[config.mk]
export PLATFORM = sky130hd
export DESIGN_NAME = fifo_wr_arbiter
export DESIGN_NICKNAME = d
export VERILOG_FILES = /design/src/rtl/fifo_pkg.sv /design/src/rtl/fifo_wr_arbiter.sv
export SDC_FILE = /design/constraint.sdc
export NUM_CORES = 1
export LEC_CHECK = 0
export BUFFER_PORTS_ARGS = -buffer_cell sky130_fd_sc_hd__buf_2
export CORE_ASPECT_RATIO = 1.75
export CORE_MARGIN = 2
export CORE_UTILIZATION = 44
export DETAILED_ROUTE_END_ITERATION = 8
export PLACE_DENSITY = 0.78
export RECOVER_POWER = 50
export SETUP_SLACK_MARGIN = 0.1
export SLEW_MARGIN = 25
export SYNTH_ARGS = -nofsm -noshare
export SYNTH_HDL_FRONTEND = slang
export SYNTH_SLANG_ARGS = --single-unit
[constraint.sdc]
create_clock -name clk -period 2.25 [get_ports clk]
set_clock_uncertainty 0.2 [all_clocks]
set_input_delay 0.225 -clock clk [delete_from_list [all_inputs] [get_ports clk]]
set_output_delay 0.225 -clock clk [all_outputs]
set_load 0.02 [all_outputs]
[src/rtl/fifo_pkg.sv]
// Shared FIFO parameters used as defaults by the FIFO-side blocks.
package fifo_pkg;
  parameter int DATA_WIDTH = 16;
endpackage

[src/rtl/fifo_wr_arbiter.sv]
// Round-robin arbiter that lets N_REQ producers share one FIFO write port,
// granting each owner a burst of up to MAX_BURST writes.
module fifo_wr_arbiter #(
  parameter int N_REQ      = 4,
  parameter int MAX_BURST  = 4,
  parameter int DATA_WIDTH = fifo_pkg::DATA_WIDTH,
  localparam int OW = $clog2(N_REQ),
  localparam int BW = $clog2(MAX_BURST + 1)
) (
  input  logic                        clk,
  input  logic                        rst_n,
  input  logic [N_REQ-1:0]            req_valid,
  input  logic [N_REQ*DATA_WIDTH-1:0] req_data,
  output logic [N_REQ-1:0]            req_ready,
  input  logic                        fifo_full,
  output logic                        fifo_wr_en,
  output logic [DATA_WIDTH-1:0]       fifo_wr_data,
  output logic [OW-1:0]               grant_id,
  output logic                        busy
);

  typedef enum logic {IDLE, OWN} state_t;

  state_t          state, state_next;
  logic [OW-1:0]   owner, owner_next;
  logic [OW-1:0]   rr_ptr, rr_ptr_next;
  logic [BW-1:0]   burst_cnt, burst_next;

  logic [OW-1:0]         scan;
  logic [OW-1:0]         cand;
  logic                  found;
  logic [OW-1:0]         owner_inc;
  logic [DATA_WIDTH-1:0] owner_data;

  always_ff @(posedge clk or negedge rst_n) begin
    if (!rst_n) begin
      state     <= IDLE;
      owner     <= '0;
      rr_ptr    <= '0;
      burst_cnt <= '0;
    end else begin
      state     <= state_next;
      owner     <= owner_next;
      rr_ptr    <= rr_ptr_next;
      burst_cnt <= burst_next;
    end
  end

  always_comb begin
    state_next   = state;
    owner_next   = owner;
    rr_ptr_next  = rr_ptr;
    burst_next   = burst_cnt;
    req_ready    = '0;
    fifo_wr_en   = 1'b0;
    fifo_wr_data = '0;
    grant_id     = '0;
    busy         = 1'b0;
    found        = 1'b0;
    cand         = '0;
    scan         = rr_ptr;
    owner_data   = '0;

    // Rotating search: first valid producer at or after rr_ptr wins.
    for (int i = 0; i < N_REQ; i++) begin
      if (!found && req_valid[scan]) begin
        found = 1'b1;
        cand  = scan;
      end
      scan = (scan == OW'(N_REQ - 1)) ? '0 : scan + 1'b1;
    end

    owner_inc = (owner == OW'(N_REQ - 1)) ? '0 : owner + 1'b1;

    for (int i = 0; i < N_REQ; i++) begin
      if (owner == OW'(i)) owner_data = req_data[i*DATA_WIDTH +: DATA_WIDTH];
    end

    case (state)
      IDLE: begin
        if (found) begin
          owner_next = cand;
          burst_next = '0;
          state_next = OWN;
        end
      end
      OWN: begin
        busy     = 1'b1;
        grant_id = owner;
        if (!fifo_full) req_ready[owner] = 1'b1;
        // A dropped valid releases the port even while the FIFO is full.
        if (!req_valid[owner]) begin
          state_next  = IDLE;
          rr_ptr_next = owner_inc;
        end else if (!fifo_full) begin
          fifo_wr_en   = 1'b1;
          fifo_wr_data = owner_data;
          burst_next   = burst_cnt + 1'b1;
          if (burst_cnt == BW'(MAX_BURST - 1)) begin
            state_next  = IDLE;
            rr_ptr_next = owner_inc;
          end
        end
      end
      default: state_next = IDLE;
    endcase
  end

endmodule

==> results.json, run 1 <==
{
  "cts_buffer_depth": 2,
  "cpPeakStageDelay_ns": 0.38,
  "rsz0062_at_grt": "yes",
  "stdcell_area_um2": 2350,
  "die_h_um": 81.6,
  "postSynthCellCount": 212,
  "synth_top_area_share": 0.132,
  "synth.ff_latch_count": 8,
  "p_int_uw": 1520,
  "htree_num_levels": 1,
  "maxSlewViolCount": 0,
  "synth_seq_area_share": 0.132,
  "critPathRequiredTime_ns": 1.82,
  "yosysWarnings": 0,
  "antenna_found_initial": 0,
  "clk_latency_ns": 0.24,
  "worst_pin_slew_ns": 0.479,
  "clkTransAtPathRegs_ns": 0.05,
  "globalRouteOverflowTotal": 0,
  "p_comb_frac": 0.849,
  "io_buffers": 94,
  "drive_gt1_frac": 0.454,
  "avgSynthCellArea_um2": 7.14,
  "grt_pass1_vias": 1905,
  "status": "complete, but fails checks",
  "synth.largest_area_cell": "dfrtp_1",
  "pin_count": 95,
  "timing.final.crit_share": 1.01,
  "hold_path_class": "in -> async",
  "place_area_um2": 2050,
  "setup_viol": 1,
  "tritoncts": "built",
  "route.detailed.drc": 0,
  "cp_slowest_cell": "dfrtp_1",
  "grt_pass1_wl_um": 8420,
  "initial_utilization": 0.455,
  "timing.final.crit_period_ns": 2.27,
  "critPathMaxFanout": 6,
  "max-cap-violations": 0,
  "die_x_um": 48.3,
  "cts_sinks": 8,
  "seqPwrFrac": 0.093,
  "arrival_ns": 1.84,
  "route.detailed.wl_per_inst_um": 14.8,
  "rows": 28,
  "violations": "setup timing",
  "syn2layout_area_growth_pct": 55.5,
  "grt_max_degree": 33,
  "antennaDiodeCount": 0,
  "gp_congestion": 0.919,
  "fmax_mhz": 441,
  "core_area_um2": 3330,
  "final_cells": 360,
  "dp_hpwl_um": 3750,
  "ir_drop_mv": 0.845,
  "nets": 395,
  "routed_via_density": 5.54,
  "hold_viol_final": 0,
  "swShare": 0.497,
  "die_area_um2": 3940,
  "net-switching-power_uw": 1500,
  "setup_ws_ns": -0.0198,
  "power_density_nw_per_um2": 1280,
  "syn_nets": 290,
  "antenna_left": 0,
  "end_kind": "output port",
  "vias": 1995,
  "synth.distinct_cells": 40,
  "relSlewSlack": 0.681,
  "syn_area_um2": 1510,
  "r2r_setup_slack_ns": 0.18,
  "crit_path_start_kind": "flip-flop",
  "power.leakage_uw": 0.00116,
  "dp_cells": 345,
  "grt_usage": 0.266,
  "drt-pass1-iter-count": 4,
  "crit_path_cell_trace": "inv_2 -> ha_4 -> clkbuf_16 -> and3b_1 -> a21oi_2 -> o21ai_1 -> mux2i_1 -> nor2_1 -> buf_4",
  "totalWireLength_um": 5320,
  "critPathKind": "reg -> out",
  "clkPwrFrac": 0.059,
  "synthTopCellsByArea": "dfrtp_1 (13%), mux2i_1 (13%), and3b_1 (9.8%)",
  "cts_buffers": 3,
  "drt-initial-drc-count": 32,
  "clockRootBuffer": "clkbuf_8"
}
## sequential cells by signal, indices dropped and copies added (netlist names)
name	flops
rr_ptr	2
owner	2
state	1
burst_cnt	3
## power groups by stage
stage          clock network (uW)  logic (uW)  registers (uW)
3_5_place_dp                    0        2160             265
4_1_cts                       180        2400             270
3_3_place_gp                    0        2110             260
2_1_floorplan                   0        1630             270
5_1_grt                       184        2830             287
6_report                      177        2560             280
## synth_stat cells (all sizes together)
cell / n
a21bo: 1
a21oi: 19
a22oi: 1
a2bb2oi: 1
a31oi: 4
a41oi: 1
and2: 4
and3: 1
and3b: 17
buf: 13
clkbuf: 5
dfrtp: 8
ha: 7
inv: 9
mux2: 3
mux2i: 21
mux4: 1
nand2: 26
nand2b: 2
nand3: 3
nand4: 1
nor2: 23
nor2b: 1
nor3: 2
nor3b: 2
o21a: 1
o21ai: 26
o221ai: 2
o22a: 1
o22ai: 3
o2bb2ai: 1
or2: 1
xnor2: 1
## cells by family (layout without fill, tap and decap cells)
logic type | after synthesis | count (layout) | share of synthesized area
buffers and inverters | 27 | 130 | 0.0851
AND/OR/NAND/NOR | 83 | 83 | 0.288
AO/OA/AOI/OAI | 61 | 61 | 0.247
XOR/XNOR | 1 | 1 | 0.00579
multiplexers | 25 | 25 | 0.184
adder cells (fa/ha/maj) | 7 | 7 | 0.0578
flip-flops | 8 | 8 | 0.132
## routing by layer
metal | GRT usage | vias to the layer above | wire, um
li1 | - | 960 | -
met1 | 0.271 | 913 | 1940
met2 | 0.526 | 108 | 2840
met3 | 0.0527 | 14 | 422
met4 | 0.106 | 0 | 114
met5 | 0 | - | 0
## cell type report
| cell class | count | area, um^2 |
|---|---|---|
| Fill cell | 275 | 975 |
| Clock buffer | 3 | 41.3 |
| Inverter | 9 | 38.8 |
| Timing Repair Buffer | 118 | 749 |
| Sequential cell | 8 | 201 |
| Multi-Input combinational cell | 177 | 1270 |
| Tap cell | 45 | 56.3 |
## stage by stage
stage / util / setup slack (ns) / setup TNS (ns) / hold slack (ns) / total power, uW
after global routing: 0.707 / -0.0962 / -0.710 / 0.312 / 3300
after CTS: 0.680 / 0.0441 / 0 / 0.174 / 2850
final: 0.707 / -0.0198 / -0.0198 / 0.270 / 3020
after floorplan: - / 0.136 / 0 / -0.271 / 1900
after detailed placement: 0.615 / 0.0996 / 0 / -0.122 / 2420
after global placement: 0.615 / 0.155 / 0 / -0.122 / 2370
## worst max-delay path, delay by kind of cell, from the launching register on
family	cells	cell delay (ns)
AO/OA/AOI/OAI	2	0.18
adder cells (fa/ha/maj)	1	0.20
buffers and inverters	3	0.42
flip-flops	1	0.38
multiplexers	1	0.17
AND/OR/NAND/NOR	2	0.26
## final timing paths
check,start,cells after the start,end
setup reg to reg,rr_ptr[0],6,owner[1]
hold / removal,rst_n,2,owner[1]
setup / recovery,owner[1],9,fifo_wr_data[15]
min in group clk,fifo_full,4,rr_ptr[0]
max in group asynchronous,rst_n,2,owner[0]
hold reg to reg,burst_cnt[1],2,burst_cnt[1]
## repair_timing
item,4_1_cts,5_1_grt
endpoints found under the setup margin,19,22
pin swaps,1,4
hold buffers,1,0
endpoints found under the hold margin,8,0
buffers inserted,4,3
gates cloned,3,1
gates resized for setup,40,17
## cell usage in the layout, fill, tap and decap left out, types with 6 or more instances in the layout
master and instances:
a21oi_1 15, and3b_1 17, buf_2 81, buf_4 19, buf_6 9, dfrtp_1 7, inv_1 6, mux2i_1 20
nand2_1 25, nor2_1 19, o21ai_0 15, o21ai_1 11
Note: power is estimated with default switching activity, not from simulation.
==> run 2: changes to the inputs <==
--- a/config.mk
+++ b/config.mk
@@ -12,7 +12,7 @@
 export DETAILED_ROUTE_END_ITERATION = 8
 export PLACE_DENSITY = 0.78
 export RECOVER_POWER = 50
-export SETUP_SLACK_MARGIN = 0.1
+export SETUP_SLACK_MARGIN = 0.4
 export SLEW_MARGIN = 25
 export SYNTH_ARGS = -nofsm -noshare
 export SYNTH_HDL_FRONTEND = slang
==> run 2 against run 1 <==
Against the previous run: the run still ends with setup timing left; sequential share of layout area shrank 0.94 points; first-iteration DRC count grew 120%; flip-flop and latch count is the same; critical path depth shrank 1; combinational power grew 27%; die area is the same; register-to-register slack is essentially flat; via count grew 3.4%; final cell count grew 1.1%.
==> results.json, run 2 (synthesized netlist as in run 1, its figures left out) <==
{
  "status": "complete, but fails checks",
  "violations": "setup timing",
  "die_h_um": 81.6,
  "syn2layout_area_growth_pct": 74.5,
  "critPathRequiredTime_ns": 1.82,
  "routed_via_density": 5.66,
  "route.detailed.drc": 0,
  "htree_num_levels": 1,
  "cts_sinks": 8,
  "clkPwrFrac": 0.052,
  "drt-pass1-iter-count": 4,
  "ir_drop_mv": 1.13,
  "gp_congestion": 0.891,
  "core_area_um2": 3330,
  "p_int_uw": 1930,
  "critPathMaxFanout": 16,
  "multiInputGateArea_um2": 1390,
  "regMostFlops": "burst_cnt",
  "net-switching-power_uw": 1770,
  "fmax_mhz": 441,
  "reg2reg_from": "rr_ptr[0]",
  "vias": 2062,
  "crit_path_cell_trace": "inv_2 -> ha_4 -> buf_6 -> a21oi_1 -> o21ai_1 -> mux2i_1 -> nor2_2 -> buf_2",
  "rows": 28,
  "p_comb_frac": 0.876,
  "globalRouteOverflowTotal": 0,
  "seqCellArea_um2": 201,
  "die_x_um": 48.3,
  "clk_latency_ns": 0.24,
  "reg2regPathDepth": 5,
  "drive_gt1_frac": 0.549,
  "nets": 398,
  "worst-path-buf-inv": 3,
  "antenna_found_initial": 0,
  "cpPeakStageDelay_ns": 0.40,
  "seqPwrFrac": 0.073,
  "drt-initial-drc-count": 69,
  "setup_ws_ns": -0.0174,
  "cp_slowest_cell": "dfrtp_1",
  "clockRootBuffer": "clkbuf_8",
  "grt_max_degree": 21,
  "layout_commonest_cell": "buf_2",
  "antenna_left": 0,
  "io_buffers": 94,
  "rsz0062_at_grt": "yes",
  "power.leakage_uw": 0.00124,
  "grt_pass1_wl_um": 8960,
  "grt_usage": 0.286,
  "swShare": 0.479,
  "reg_top3": "burst_cnt x3, owner x2, rr_ptr x2",
  "end_kind": "output port",
  "totalWireLength_um": 5990,
  "cp_top_family": "buffers and inverters",
  "place_area_um2": 2100,
  "final_cell_mix": "buf_2 (73), nand2_1 (25), buf_6 (24)",
  "largest_reg_flops": 3,
  "hold_viol_final": 0,
  "grt_pass1_vias": 1899,
  "stdcell_area_um2": 2640,
  "initial_utilization": 0.455,
  "timing.final.crit_share": 1.01,
  "r2r_setup_slack_ns": 0.18,
  "cts_buffer_depth": 2,
  "setup_viol": 3,
  "die_area_um2": 3940,
  "tns_ns": -0.0444,
  "antennaDiodeCount": 0,
  "arrival_ns": 1.84,
  "critPathKind": "reg -> out",
  "max-cap-violations": 0,
  "clkTransAtPathRegs_ns": 0.05,
  "crit_path_start_kind": "flip-flop",
  "r2r-end": "owner[1]",
  "fillCellCount": 207,
  "power_density_nw_per_um2": 1400,
  "worst_pin_slew_ns": 0.494,
  "hold_path_class": "in -> async",
  "timing.final.crit_period_ns": 2.27,
  "dp_hpwl_um": 3570,
  "relSlewSlack": 0.671,
  "cts_buffers": 3,
  "tritoncts": "built",
  "route.detailed.wl_per_inst_um": 16.4,
  "maxSlewViolCount": 0,
  "pin_count": 95
}
## run 2: final cells by class
type                    instances  area share
clock buffers                   4      0.0170
flip-flops and latches          8      0.0762
repair buffers                121       0.346
multi-input cells             177       0.525
well taps                      45      0.0213
inverters                       9      0.0147
## run 2: layer usage
metal	vias to the layer above	share of wire	GRT usage	wire (um)
li1	968	-	-	-
met1	934	0.34	0.290	2010
met2	128	0.53	0.544	3160
met3	32	0.092	0.0691	550
met4	0	0.044	0.143	266
met5	-	0	0	0
## run 2: what timing repair did
action | in CTS | in global routing
hold buffers | 1 | 0
resized for setup | 66 | 30
hold endpoints to repair | 8 | 0
buffers inserted | 14 | 2
cloned | 3 | 0
pin swaps | 14 | 10
endpoints found under the setup margin | 28 | 27
## run 2: metrics by stage
step | power [uW] | hold slack [ns] | setup WS [ns] | cells | util
2_1_floorplan | 2100 | -0.271 | 0.387 | 212 | -
3_3_place_gp | 2510 | -0.122 | 0.198 | 340 | 0.631
3_5_place_dp | 2550 | -0.119 | 0.167 | 340 | 0.631
4_1_cts | 3450 | 0.171 | 0.0749 | 362 | 0.759
5_1_grt | 3960 | 0.303 | -0.126 | 364 | 0.794
6_report | 3700 | 0.256 | -0.0174 | 364 | 0.794
## run 2: power by group through the flow
stage                     clock network [uW]  registers, uW  logic [uW]
after floorplan                            0            290        1810
after global placement                     0            274        2240
after detailed placement                   0            277        2270
after CTS                                189            266        2990
after global routing                     199            276        3480
final                                    191            269        3240
## run 2: worst max-delay path by stage
stage | cells past startpoint | to | startpoint | slack [ns]
after floorplan | 8 | fifo_wr_data[5] | owner[1] | 0.39
after global placement | 8 | fifo_wr_data[15] | owner[1] | 0.20
after detailed placement | 8 | fifo_wr_data[15] | owner[1] | 0.17
after CTS | 9 | fifo_wr_data[7] | owner[0] | 0.07
after global routing | 9 | fifo_wr_data[8] | owner[1] | -0.13
final | 8 | fifo_wr_data[11] | owner[1] | -0.02
## run 2: worst register-to-register path, stage by stage, from the launching register on
cell and delay [ns]:
dfrtp_1 0.41, ha_4 0.35, mux2_4 0.33, mux2i_4 0.29, a31oi_4 0.17, o22a_1 0.19
==> run 3: changes to the inputs <==
--- a/config.mk
+++ b/config.mk
@@ -5,12 +5,13 @@
 export SDC_FILE = /design/constraint.sdc
 export NUM_CORES = 1
 export LEC_CHECK = 0
+export ABC_AREA = 1
 export BUFFER_PORTS_ARGS = -buffer_cell sky130_fd_sc_hd__buf_2
 export CORE_ASPECT_RATIO = 1.75
-export CORE_MARGIN = 2
-export CORE_UTILIZATION = 44
+export CORE_MARGIN = 10
+export CORE_UTILIZATION = 40
 export DETAILED_ROUTE_END_ITERATION = 8
-export PLACE_DENSITY = 0.78
+export PLACE_DENSITY = 0.76
 export RECOVER_POWER = 50
 export SETUP_SLACK_MARGIN = 0.4
 export SLEW_MARGIN = 25
==> run 3 against run 2 <==
Against the previous run: the flow now finishes without violations; area after synthesis shrank 17%; via count is 4.2% lower; sequential power rose by 6%; global-route usage decreased by 8.9 points; synthesized cell count shrank 0.94%; combinational power decreased by 10%; critical path depth increased by 2; first-iteration DRC count rose by 87%; clock power is essentially flat; largest power group unchanged.
==> results.json, run 3 <==
{
  "end_kind": "output port",
  "grt.busiest_layer": "met2",
  "maxSlewViolCount": 0,
  "gp_congestion": 0.829,
  "netlist_top_cells_count": "nand2_1 (47), o21ai_0 (28), a21oi_1 (23), inv_1 (18), a22oi_1 (15)",
  "die_area_um2": 5860,
  "reg_top3": "burst_cnt x3, owner x2, rr_ptr x2",
  "postSynthCellCount": 210,
  "grt_usage": 0.197,
  "power.leakage_uw": 0.00124,
  "arrival_ns": 1.80,
  "totalWireLength_um": 6400,
  "yosysMostFrequentCell": "nand2_1",
  "initial_utilization": 0.423,
  "die_h_um": 94.1,
  "p_total_uw": 3380,
  "drt-pass1-iter-count": 4,
  "setup_ws_ns": 0.0297,
  "fmax_mhz": 450,
  "cts_buffer_depth": 2,
  "antenna_found_initial": 0,
  "final_cell_mix": "buf_2 (73), nand2_1 (44), buf_4 (23)",
  "htree_num_levels": 1,
  "cts_sinks": 8,
  "critPathRequiredTime_ns": 1.82,
  "clk_latency_ns": 0.24,
  "yosysWarnings": 0,
  "holdWs_ns": 0.244,
  "max-cap-violations": 0,
  "syn2layout_area_growth_pct": 89.6,
  "final_cells": 369,
  "drt-initial-drc-count": 129,
  "synth.distinct_cells": 25,
  "setup_viol": 0,
  "syn_area_um2": 1250,
  "die_x_um": 62.3,
  "nets": 406,
  "antenna_left": 0,
  "syn_nets": 288,
  "synth.largest_area_cell": "dfrtp_1",
  "clockRootBuffer": "clkbuf_8",
  "largest_reg_flops": 3,
  "worst_pin_slew_ns": 0.466,
  "route.detailed.wl_per_inst_um": 17.4,
  "regMostFlops": "burst_cnt",
  "synth_top_area_share": 0.160,
  "io_buffers": 94,
  "core_area_um2": 2960,
  "cts_buffers": 3,
  "critPathMaxFanout": 8,
  "clkTransAtPathRegs_ns": 0.05,
  "timing.final.crit_share": 0.987,
  "crit_path_start_kind": "flip-flop",
  "grt_use_met2": 0.387,
  "met3_usage": 0.0490,
  "layout_commonest_cell": "buf_2",
  "gr-usage-met1": 0.191,
  "ys.flop_type": "dfrtp_1",
  "avgSynthCellArea_um2": 5.97,
  "hold_path_class": "in -> async",
  "async_flop_share": 1.00,
  "hold_viol_final": 0,
  "drive_gt1_frac": 0.599,
  "synthTopCellsByArea": "dfrtp_1 (16%), nand2_1 (14%), o21ai_0 (11%)",
  "globalRouteOverflowTotal": 0,
  "timing.final.crit_period_ns": 2.22,
  "grt_max_degree": 19,
  "synth.ff_latch_count": 8,
  "synth_seq_area_share": 0.160,
  "synth-edff-count": 0,
  "pin_count": 95,
  "antennaDiodeCount": 0,
  "grt_pass1_wl_um": 9500,
  "rsz0062_at_grt": "yes",
  "relSlewSlack": 0.689,
  "grt_pass1_vias": 1978,
  "vias": 1975,
  "tritoncts": "built",
  "dp_hpwl_um": 4550,
  "critPathKind": "reg -> out",
  "routed_via_density": 5.35,
  "post-place-ws_ns": 0.166,
  "rows": 26,
  "power_density_nw_per_um2": 1420,
  "status": "finished clean",
  "route.detailed.drc": 0,
  "postLayoutCoreUtil": 0.803,
  "dp_cells": 342,
  "ir_drop_mv": 1.03
}
[run 3: final cells by class]
type / count / area [um^2]
Multi-Input combinational cell: 170 / 1150
Timing Repair Buffer: 121 / 816
Fill cell: 198 / 583
Sequential cell: 8 / 203
Inverter: 22 / 100
Tap cell: 42 / 52.6
Clock buffer: 4 / 45.0
Timing Repair inverter: 2 / 13.8
[run 3: worst paths after layout]
check	from	endpoint	slack, ns	cells past startpoint
max in group asynchronous	rst_n	owner[0]	1.26	2
setup / recovery	owner[0]	fifo_wr_data[14]	0.03	10
hold reg to reg	burst_cnt[2]	burst_cnt[2]	0.30	2
min in group clk	fifo_full	state	0.27	5
setup reg to reg	owner[0]	burst_cnt[2]	0.41	8
hold / removal	rst_n	rr_ptr[0]	0.24	2
[run 3: through the flow]
stage               instance area [um^2]  TNS, ns
floorplan                           1360        0
global placement                    1860        0
detailed placement                  1860        0
CTS                                 2160        0
global route                        2380  -0.0805
finish                              2380        0
[run 3: routing by layer]
| metal | part of all wire | wire length (um) |
|---|---|---|
| met5 | 0 | 0 |
| met4 | 0.036 | 228 |
| met3 | 0.077 | 491 |
| met2 | 0.54 | 3440 |
| met1 | 0.35 | 2250 |
[run 3: worst max-delay path: stages (launching register included)]
cell and delay [ns]:
dfrtp_2 0.47, inv_4 0.10, ha_4 0.13, inv_2 0.05, nor2_4 0.10, buf_6 0.14, a22oi_1 0.06, nand2_1 0.10
o21ai_2 0.07, a21oi_2 0.18, buf_6 0.14
[run 3: where the power goes]
part	internal, uW	total [uW]	switching, uW
logic	1260	2900	1640
registers	207	285	78.0
clock network	124	190	66.6
[run 3: timing repair]
action                                 4_1_cts  5_1_grt
hold buffers                                 1        0
resized for setup                           48       46
gates cloned                                 2        0
setup buffers                               11        9
endpoints found under the hold margin        8        0
setup endpoints to repair                   26       27
pin swaps                                   14       22
[run 3: cell families after synthesis]
group / after synthesis / share of synthesized area
simple gates: 88 / 0.331
buf+inv: 32 / 0.110
compound gates: 75 / 0.329
flops: 8 / 0.160
fa+ha+maj: 7 / 0.0699
